### src/rtl/axil_dot_pkg.sv
// Shared definitions for the AXI-Lite dot-product responder: register map,
// response codes, engine states and the address decoder.
package axil_dot_pkg;

  localparam logic [7:0] CTRL_OFFS   = 8'h00;
  localparam logic [7:0] STATUS_OFFS = 8'h04;
  localparam logic [7:0] LEN_OFFS    = 8'h08;
  localparam logic [7:0] RESULT_OFFS = 8'h0C;
  localparam logic [7:0] VEC_A_BASE  = 8'h40;
  localparam logic [7:0] VEC_B_BASE  = 8'h80;

  localparam logic [1:0] RESP_OKAY   = 2'b00;
  localparam logic [1:0] RESP_SLVERR = 2'b10;

  typedef enum logic [1:0] {
    ST_IDLE,
    ST_RUN,
    ST_DONE
  } eng_state_e;

  typedef enum logic [2:0] {
    REG_CTRL,
    REG_STATUS,
    REG_LEN,
    REG_RESULT,
    REG_VEC_A,
    REG_VEC_B,
    REG_NONE
  } reg_sel_e;

  // word is byte address [7:2]; each vector occupies one 64-byte window
  function automatic reg_sel_e decode_word(input logic [5:0] word);
    reg_sel_e sel;
    sel = REG_NONE;
    if (word == CTRL_OFFS[7:2])                sel = REG_CTRL;
    else if (word == STATUS_OFFS[7:2])         sel = REG_STATUS;
    else if (word == LEN_OFFS[7:2])            sel = REG_LEN;
    else if (word == RESULT_OFFS[7:2])         sel = REG_RESULT;
    else if (word[5:4] == VEC_A_BASE[7:6])     sel = REG_VEC_A;
    else if (word[5:4] == VEC_B_BASE[7:6])     sel = REG_VEC_B;
    return sel;
  endfunction

endpackage

### src/rtl/dot_mac_engine.sv
// Sequential multiply-accumulate engine: one A[i]*B[i] product per cycle,
// result published atomically when the run finishes.
//
// state   | meaning
// --------+---------------------------------------------------------
// ST_IDLE | waiting for start; RESULT and done hold their values
// ST_RUN  | one MAC per cycle, remain counts down to the last element
// ST_DONE | copy acc to RESULT, set done, pulse dot_done
module dot_mac_engine
  import axil_dot_pkg::*;
#(
  parameter int DATA_W  = 32,
  parameter int MAX_LEN = 16,
  parameter int IDX_W   = $clog2(MAX_LEN),
  parameter int LEN_W   = $clog2(MAX_LEN + 1)
) (
  input  logic              clk,
  input  logic              rst,
  input  logic              start,
  input  logic [LEN_W-1:0]  len,
  input  logic [DATA_W-1:0] a_data,
  input  logic [DATA_W-1:0] b_data,
  output logic [IDX_W-1:0]  idx,
  output logic              busy,
  output logic              done,
  output logic [DATA_W-1:0] result,
  output logic              dot_done
);

  eng_state_e        state, state_next;
  logic [LEN_W-1:0]  remain;
  logic [DATA_W-1:0] acc;
  logic [DATA_W-1:0] prod;

  always_ff @(posedge clk or negedge rst) begin
    if (!rst) state <= ST_IDLE;
    else      state <= state_next;
  end

  always_comb begin
    state_next = state;
    busy       = (state != ST_IDLE);
    dot_done   = (state == ST_DONE);
    prod       = a_data * b_data;
    case (state)
      ST_IDLE: if (start) state_next = (len == '0) ? ST_DONE : ST_RUN;
      ST_RUN:  if (remain == '0) state_next = ST_DONE;
      ST_DONE: state_next = ST_IDLE;
      default: state_next = ST_IDLE;
    endcase
  end

  always_ff @(posedge clk or negedge rst) begin
    if (!rst) begin
      acc    <= '0;
      idx    <= '0;
      remain <= '0;
      result <= '0;
      done   <= 1'b0;
    end else begin
      case (state)
        ST_IDLE: begin
          if (start) begin
            acc    <= '0;
            idx    <= '0;
            remain <= len - 1'b1;
            done   <= 1'b0;
          end
        end
        ST_RUN: begin
          acc    <= acc + prod;
          idx    <= idx + 1'b1;
          remain <= remain - 1'b1;
        end
        ST_DONE: begin
          result <= acc;
          done   <= 1'b1;
        end
        default: ;
      endcase
    end
  end

endmodule

### src/rtl/axil_dot_responder.sv
// AXI4-Lite subordinate for the dot-product accelerator: channel handshakes,
// register decode, the two vector memories and the MAC engine.
module axil_dot_responder
  import axil_dot_pkg::*;
#(
  parameter int DATA_W  = 32,
  parameter int ADDR_W  = 8,
  parameter int MAX_LEN = 16
) (
  input  logic                clk,
  input  logic                rst,
  input  logic [ADDR_W-1:0]   awaddr,
  input  logic                awvalid,
  output logic                awready,
  input  logic [DATA_W-1:0]   wdata,
  input  logic [DATA_W/8-1:0] wstrb,
  input  logic                wvalid,
  output logic                wready,
  output logic [1:0]          bresp,
  output logic                bvalid,
  input  logic                bready,
  input  logic [ADDR_W-1:0]   araddr,
  input  logic                arvalid,
  output logic                arready,
  output logic [DATA_W-1:0]   rdata,
  output logic [1:0]          rresp,
  output logic                rvalid,
  input  logic                rready,
  output logic                dot_done
);

  localparam int STRB_W = DATA_W / 8;
  localparam int IDX_W  = $clog2(MAX_LEN);
  localparam int LEN_W  = $clog2(MAX_LEN + 1);

  logic              ready_en;
  logic              aw_held, w_held;
  logic [ADDR_W-1:0] aw_addr_q;
  logic [DATA_W-1:0] w_data_q;
  logic [STRB_W-1:0] w_strb_q;
  logic [LEN_W-1:0]  len_q;
  logic              start_q;
  logic [DATA_W-1:0] mem_a [MAX_LEN];
  logic [DATA_W-1:0] mem_b [MAX_LEN];

  logic              eng_busy, eng_done;
  logic [DATA_W-1:0] eng_result;
  logic [IDX_W-1:0]  eng_idx;

  logic              aw_fire, w_fire, commit;
  logic [ADDR_W-1:0] wr_addr;
  logic [DATA_W-1:0] wr_data, len_new, vec_new;
  logic [STRB_W-1:0] wr_strb;
  reg_sel_e          wr_sel, rd_sel;
  logic [IDX_W-1:0]  wr_word, rd_word;
  logic              wr_err, wr_start, wr_len, wr_a, wr_b;
  logic [DATA_W-1:0] rd_data;
  logic [1:0]        rd_resp;
  logic              unused_addr_lsbs;

  function automatic logic [DATA_W-1:0] merge_bytes(input logic [DATA_W-1:0] old_v,
                                                    input logic [DATA_W-1:0] new_v,
                                                    input logic [STRB_W-1:0] strb);
    logic [DATA_W-1:0] r;
    r = old_v;
    for (int b = 0; b < STRB_W; b++)
      if (strb[b]) r[8*b +: 8] = new_v[8*b +: 8];
    return r;
  endfunction

  // ready_en keeps every ready low until the first clock after reset release
  assign awready = ready_en & ~aw_held & ~bvalid;
  assign wready  = ready_en & ~w_held & ~bvalid;
  assign arready = ready_en & ~rvalid;
  assign aw_fire = awvalid & awready;
  assign w_fire  = wvalid & wready;
  assign unused_addr_lsbs = ^{wr_addr[1:0], araddr[1:0]};

  always_comb begin
    commit   = (aw_held | aw_fire) & (w_held | w_fire);
    wr_addr  = aw_held ? aw_addr_q : awaddr;
    wr_data  = w_held ? w_data_q : wdata;
    wr_strb  = w_held ? w_strb_q : wstrb;
    wr_sel   = decode_word(wr_addr[7:2]);
    wr_word  = wr_addr[IDX_W+1:2];
    len_new  = merge_bytes(DATA_W'(len_q), wr_data, wr_strb);
    vec_new  = merge_bytes((wr_sel == REG_VEC_B) ? mem_b[wr_word] : mem_a[wr_word],
                           wr_data, wr_strb);
    wr_err   = 1'b0;
    wr_start = 1'b0;
    wr_len   = 1'b0;
    wr_a     = 1'b0;
    wr_b     = 1'b0;
    case (wr_sel)
      REG_CTRL: begin
        if (wr_strb[0] && wr_data[0]) begin
          if (eng_busy) wr_err = 1'b1;
          else          wr_start = 1'b1;
        end
      end
      REG_LEN: begin
        if (eng_busy || len_new > DATA_W'(MAX_LEN)) wr_err = 1'b1;
        else                                        wr_len = 1'b1;
      end
      REG_VEC_A: if (eng_busy) wr_err = 1'b1; else wr_a = 1'b1;
      REG_VEC_B: if (eng_busy) wr_err = 1'b1; else wr_b = 1'b1;
      default:   wr_err = 1'b1;
    endcase
  end

  always_ff @(posedge clk or negedge rst) begin
    if (!rst) begin
      ready_en  <= 1'b0;
      aw_held   <= 1'b0;
      w_held    <= 1'b0;
      aw_addr_q <= '0;
      w_data_q  <= '0;
      w_strb_q  <= '0;
      bvalid    <= 1'b0;
      bresp     <= RESP_OKAY;
      len_q     <= '0;
      start_q   <= 1'b0;
    end else begin
      ready_en <= 1'b1;
      start_q  <= 1'b0;
      if (commit) begin
        aw_held <= 1'b0;
        w_held  <= 1'b0;
        bvalid  <= 1'b1;
        bresp   <= wr_err ? RESP_SLVERR : RESP_OKAY;
        start_q <= wr_start;
        if (wr_len) len_q <= len_new[LEN_W-1:0];
      end else begin
        if (aw_fire) begin
          aw_held   <= 1'b1;
          aw_addr_q <= awaddr;
        end
        if (w_fire) begin
          w_held   <= 1'b1;
          w_data_q <= wdata;
          w_strb_q <= wstrb;
        end
        if (bvalid && bready) bvalid <= 1'b0;
      end
    end
  end

  always_ff @(posedge clk or negedge rst) begin
    if (!rst) begin
      for (int i = 0; i < MAX_LEN; i++) begin
        mem_a[i] <= '0;
        mem_b[i] <= '0;
      end
    end else if (commit) begin
      if (wr_a) mem_a[wr_word] <= vec_new;
      if (wr_b) mem_b[wr_word] <= vec_new;
    end
  end

  always_comb begin
    rd_sel  = decode_word(araddr[7:2]);
    rd_word = araddr[IDX_W+1:2];
    rd_data = '0;
    rd_resp = RESP_OKAY;
    case (rd_sel)
      REG_STATUS: rd_data = {{(DATA_W-2){1'b0}}, eng_done, eng_busy};
      REG_LEN:    rd_data = DATA_W'(len_q);
      REG_RESULT: rd_data = eng_result;
      REG_VEC_A:  rd_data = mem_a[rd_word];
      REG_VEC_B:  rd_data = mem_b[rd_word];
      REG_NONE:   rd_resp = RESP_SLVERR;
      default:    ;
    endcase
  end

  always_ff @(posedge clk or negedge rst) begin
    if (!rst) begin
      rvalid <= 1'b0;
      rdata  <= '0;
      rresp  <= RESP_OKAY;
    end else if (arvalid && arready) begin
      rvalid <= 1'b1;
      rdata  <= rd_data;
      rresp  <= rd_resp;
    end else if (rvalid && rready) begin
      rvalid <= 1'b0;
    end
  end

  dot_mac_engine #(
    .DATA_W  (DATA_W),
    .MAX_LEN (MAX_LEN),
    .IDX_W   (IDX_W),
    .LEN_W   (LEN_W)
  ) u_engine (
    .clk      (clk),
    .rst      (rst),
    .start    (start_q),
    .len      (len_q),
    .a_data   (mem_a[eng_idx]),
    .b_data   (mem_b[eng_idx]),
    .idx      (eng_idx),
    .busy     (eng_busy),
    .done     (eng_done),
    .result   (eng_result),
    .dot_done (dot_done)
  );

endmodule

### config.mk
export PLATFORM = sky130hd
export DESIGN_NAME = axil_dot_responder
export DESIGN_NICKNAME = d
export VERILOG_FILES = /design/src/rtl/axil_dot_pkg.sv /design/src/rtl/dot_mac_engine.sv /design/src/rtl/axil_dot_responder.sv
export SDC_FILE = /design/constraint.sdc
export NUM_CORES = 2
export LEC_CHECK = 0
export BUFFER_PORTS_ARGS = -buffer_cell sky130_fd_sc_hd__buf_2
export CAP_MARGIN = 20
export CORE_MARGIN = 5
export CORE_UTILIZATION = 31
export CTS_CLUSTER_SIZE = 16
export DETAILED_ROUTE_END_ITERATION = 8
export PLACE_DENSITY = 0.57
export SKIP_LAST_GASP = 1
export SYNTH_ARGS = -nofsm -noshare
export SYNTH_HDL_FRONTEND = slang
export SYNTH_SLANG_ARGS = --single-unit
### constraint.sdc
create_clock -name clk -period 9.7 [get_ports clk]
set_input_delay 0.485 -clock clk [delete_from_list [all_inputs] [get_ports clk]]
set_output_delay 0.485 -clock clk [all_outputs]
set_load 0.1 [all_outputs]
# ---- Word-level counts from Yosys, hierarchy flattened
# Index checks and enable logic that the tools add are counted.
dict set report totals {
  ff_bits 1191
  out_inout_bits 42
  elab_cells 211
}
dict set report op_classes {
  addsub 4
  mul 1
  magnitude_cmp 5
  eq_ne 23
  n_mux 81
  bitwise 18
  reduce_logical 28
}
# operator n
set ops {}
lappend ops {{$bwmux W512} 2}
lappend ops {{$bmux W32 S4} 6}
lappend ops {{$mux W32} 16}
lappend ops {{$pmux W32 S5} 1}
lappend ops {{$demux W32 S4} 1}
lappend ops {{$mux W8} 9}
lappend ops {{$pmux W32 S2} 1}
lappend ops {{$add A32 B32 Y32} 1}
lappend ops {{$gt A32 B5 Y1 const B} 1}
lappend ops {{$mul A32 B32 Y32} 1}
lappend ops {{$eq A6 B2 Y1 const B} 4}
lappend ops {{$mux W3} 8}
lappend ops {{$mux W1} 20}
lappend ops {{$mux W2} 9}
lappend ops {{$reduce_and A2 Y1} 8}
lappend ops {{$eq A3 B3 Y1 const B} 5}
lappend ops {{$ge A5 B5 Y1 const B} 3}
lappend ops {{$not A4 Y5} 3}
lappend ops {{$reduce_bool A2 Y1} 7}
lappend ops {{$eq A6 B1 Y1 const B} 2}
lappend ops {{$logic_not A6 Y1} 2}
lappend ops {{$logic_not A5 Y1} 2}
lappend ops {{$pmux W5 S2} 1}
lappend ops {{$sub A5 B1 Y5 const B} 2}
lappend ops {{other kinds (22)} 45}

# ---- Longest topological paths before layout
dict set report logic_depth {
  ltp_word 12
  mapped_depth 39
}

# ---- Hierarchy
# A second synthesis with hierarchy kept.
dict set report hier_totals {
  hier_cells 8207
  area_unflattened_um2 86948.4
}
# module instances cells_each area_per_inst_um2 seq_area_each_um2
set by_module_without_submodules {}
lappend by_module_without_submodules {axil_dot_responder 1 6075 67183.2 27801.7}
lappend by_module_without_submodules {dot_mac_engine 1 2132 19765.2 1901.8}

# ---- Least setup slack after synthesis
# No wires, ideal clock.
dict set report synth_path {
  path_kind {register to register}
  startpoint {reg u_engine.idx[3]}
  endpoint {reg u_engine.acc[31]}
  t_arrival_ns 9.325
  slack_ns 0.254
  stages_incl_launch_ff 35
  synth_period_minus_slack_ns 9.446
  cell_sequence {dfrtp_1 -> clkbuf_1 -> buf_2 -> buf_1 -> buf_2 -> clkbuf_1 -> clkbuf_1 -> mux2i_1 -> nand2_1 -> o21ai_1 -> clkbuf_1 -> nor2_1 -> fa_1 -> fa_1 -> fa_1 -> inv_1 -> fa_1 -> inv_1 -> fa_1 -> fa_1 -> fa_1 -> inv_1 -> fa_1 -> inv_1 -> ha_1 -> a21o_1 -> a21o_1 -> a21o_1 -> a21o_1 -> a21o_1 -> or3_1 -> a21oi_1 -> o31ai_1 -> xnor2_1 -> a22o_1}
}
dict set report synth_via {
  elab_chain_len 7
}
# item line
set synth_rtl {}
lappend synth_rtl {{from (decl)} dot_mac_engine.sv:23} ;# output logic [IDX_W-1:0] idx,
lappend synth_rtl {{from (signal assigned)} dot_mac_engine.sv:72} ;# idx <= idx + 1'b1;
lappend synth_rtl {{$not A4 Y5 (not written as such) *} {axil_dot_responder.sv:200, axil_dot_responder.sv:201}}
lappend synth_rtl {{$bmux W32 S4 (on tied branches)} {axil_dot_responder.sv:200, axil_dot_responder.sv:201}}
lappend synth_rtl {{$mux W32 (on tied branches) (2 in series)} {axil_dot_responder.sv:200, axil_dot_responder.sv:201}}
lappend synth_rtl {{$mul A32 B32 Y32 *} dot_mac_engine.sv:44} ;# prod = a_data * b_data;
lappend synth_rtl {{$add A32 B32 Y32 *} dot_mac_engine.sv:71} ;# acc <= acc + prod;
lappend synth_rtl {{$pmux W32 S2 *} dot_mac_engine.sv:61} ;# case (state)
lappend synth_rtl {{to (signal assigned)} dot_mac_engine.sv:71}
lappend synth_rtl {{to (decl)} dot_mac_engine.sv:32} ;# logic [DATA_W-1:0] acc;
# Mark *: on every way between the ends. The rest lies on a longest branch, timed or not. The select of a mux whose other input is x is not followed.
# A chain may end at the register's enable or synchronous reset.

# ---- Final worst setup path
dict set report layout_path {
  startpoint {reg u_engine.idx[0]}
  endpoint {reg u_engine.acc[31]}
}
# The elaborated chain is that of the path after synthesis.

==> metrics.yaml <==
status: "finished clean"
worst-path-stages: 27
layout_setup_ws_ns: 0.3782
dieWidth_um: 540.5
cts_hold_buf: 46
critPathArrivalTime_ns: 10.05
rsz0062_at_grt: "no"
final_nets: 8312
fin_tns_setup_ns: 0
rows: 194
root_buffer: "clkbuf_16"
cts_resized: 0
finalHoldViolCount: 0
wire_per_inst_um: 27.97
hold_class: "primary input to flop"
grt_pass1_vias: 68590
timing.final.crit_share: 0.9610
synth_common_cells: "1326 x nand2_1, 1187 x dfrtp_1, 1130 x mux2_2, 580 x mux4_2, 531 x inv_1"
synth_edf_count: 0
synth_async_sr_flop_share: 1.000
muxShareOfSynthArea: 0.3096
power_density_nw_per_um2: 279.2
worst_path_largest_cell_delay_ns: 0.70
cts_tree: "built"
synthDistinctLibCells: 65
path_buf_inv: 6
drt_iter0_markers: 7453
synth_compound_area_frac: 0.04782
slew_headroom: 0.1375
clock-sinks: 1187
core_um2: 279900
synth_area_leaders: "dfrtp_1 34%, mux4_2 15%, mux2_2 15%"
cts_made_buffers: 144
reg2reg_depth: 27
synth_most_common_cell: "nand2_1"
drive_gt1_frac: 0.3118
hold_depth: 3
grt_util_all_layers: 0.2171
synthFlopType: "dfrtp_1"
synth_top_family_by_area: "multiplexers"
final_util: 0.3505
clk_path_buf_depth: 3
synth-simple-area-share: 0.1178
post-place-cells: 11210
worstMarginPinSlew_ns: 1.294
fill_cells: 27200
post_cts_buffers: 0
syn_to_final_growth_pct: 12.42
clock-skew-final_ns: 0.04274
clk_latency_ns: 0.83
gp_congestion: 0.9015
dieArea_um2: 292200
grt_overflow: 0
totalWireLength_mm: 322.5
vdd.ir_drop.worst_uv: 217.9
yosysWarnings: 0
finalNonFillerCells: 11530
critPathMaxFanout: 27
timing.fmax_mhz: 107.3
ioPinCount: 101
vias_per_cell: 5.817
h-tree-depth: 4
netlist_area_um2: 87250
cp.required_ns: 10.43
worst-setup-path-type: "flop to flop"
first_pass_iters: 6
antenna_found_initial: 14
ant_nets: 0
dp_slack_ns: 0.4793
hpwl_mm: 201.8
ys_seq_elements: 1187
synth_largest_area_cell: "dfrtp_1"
synth_xor_area_frac: 0.008905
initial_core_util: 0.3118
grt_max_degree: 166
min_period_ns: 9.322
ys_seq_area_frac: 0.3404
endpoint_kind: "flop"
crit_top_cell: "fa_1"
yosys.area_share.adder: 0.1193
startpoint_type: "flop"
drc: 0
die_h_um: 540.5
cap_violations: 0
netlist_instances: 7831
setup_viol: 0
p_leak_nw: 43.50
io_buffers: 94
vias: 67070
syn_avg_cell_area_um2: 11.14
grt_pass1_wl_mm: 473.6
cp_slowest_cell: "mux4_2"
synth_top_area_share: 0.3404
drv_slew: 0
clkSlewWorstSetupHoldPaths_ns: 0.08
path_delay_family: "adder cells"
-- metal layers --
metal  part of all wire  GRT usage  vias to the layer above
met5           0.000084          0                        -
met4              0.065     0.1238                        4
met3               0.11    0.05654                      996
met2               0.45     0.3346                     3910
met1               0.38     0.2773                    34770
li1                   -          -                    27390
-- cells in the final DEF (no fill, tap or decap), drive strengths merged, types with 25 or more instances in the layout --
cell type,instances
dfrtp,1187
nand2,1328
mux2,1130
nor2b,32
nand3,520
or2,37
clkinv,26
o21ai,44
inv,540
and3,69
a21oi,96
xnor2,53
mux4,600
a21o,25
nand2b,41
fa,438
a22oi,55
a22o,60
a311oi,161
mux2i,70
dlygate4sd3,46
a31oi,35
clkbuf,219
ha,131
nor2,323
buf,344
-- logic make-up after synthesis --
logic type,Yosys count
simple gates,2409
mux,1800
buf+inv,1221
flops,1187
fa+ha+maj,569
compound gates,563
xor+xnor,80
other cells,2
-- worst min-delay path, delay by kind of cell --
kind / cells / cell delay (ns)
simple gates: 1 / 0.12
compound gates: 1 / 0.10
buf+inv: 1 / 0.09
-- registers in the layout, indices dropped and copies added, names as in the netlist, 2 cells and up --
| name | count |
|---|---|
| rdata | 32 |
| u_engine.idx | 4 |
| aw_addr_q | 6 |
| mem_a | 512 |
| u_engine.state | 2 |
| w_strb_q | 4 |
| len_q | 5 |
| u_engine.result | 32 |
| w_data_q | 32 |
| u_engine.acc | 32 |
| mem_b | 512 |
| u_engine.remain | 5 |
-- area by class of cell --
type,count,area [um^2],area share
multi-input combinational,5424,53380,0.5442
sequential,1187,29720,0.3030
tap,3724,4659,0.04750
clock buffer,219,4258,0.04341
timing repair buffer,390,3506,0.03574
inverter,537,2016,0.02055
clock inverter,39,525.5,0.005357
antenna,9,22.52,0.0002296
-- metrics by stage --
stage | total power, mW | hold WS (ns) | area [um^2]
detailed placement | 21.60 | 0.4777 | 92790
global route | 28.75 | 0.07795 | 98070
floorplan | 16.68 | 0.1894 | 87260
finish | 27.39 | 0.05130 | 98090
CTS | 27.21 | 0.0004727 | 98040
global placement | 20.93 | 0.4678 | 92470
-- path summary, 6_finish.rpt --
path	from	to	slack, ns
max	u_engine.idx[0]	u_engine.acc[31]	0.38
min	wvalid	w_held	0.05
max reg2reg	u_engine.idx[0]	u_engine.acc[31]	0.38
min reg2reg	rresp[1]	rresp[1]	0.49
max in group asynchronous	rst	u_engine.result[13]	7.03
min in group asynchronous	rst	mem_b[441]	0.36
-- report_power, final --
group	switching, mW	internal [mW]	total (mW)
Sequential	1.66	6.61	8.27
Combinational	8.07	5.50	13.6
Clock	2.31	3.25	5.55
Total	12.0	15.4	27.4
Note: power is estimated with default switching activity, not from simulation.
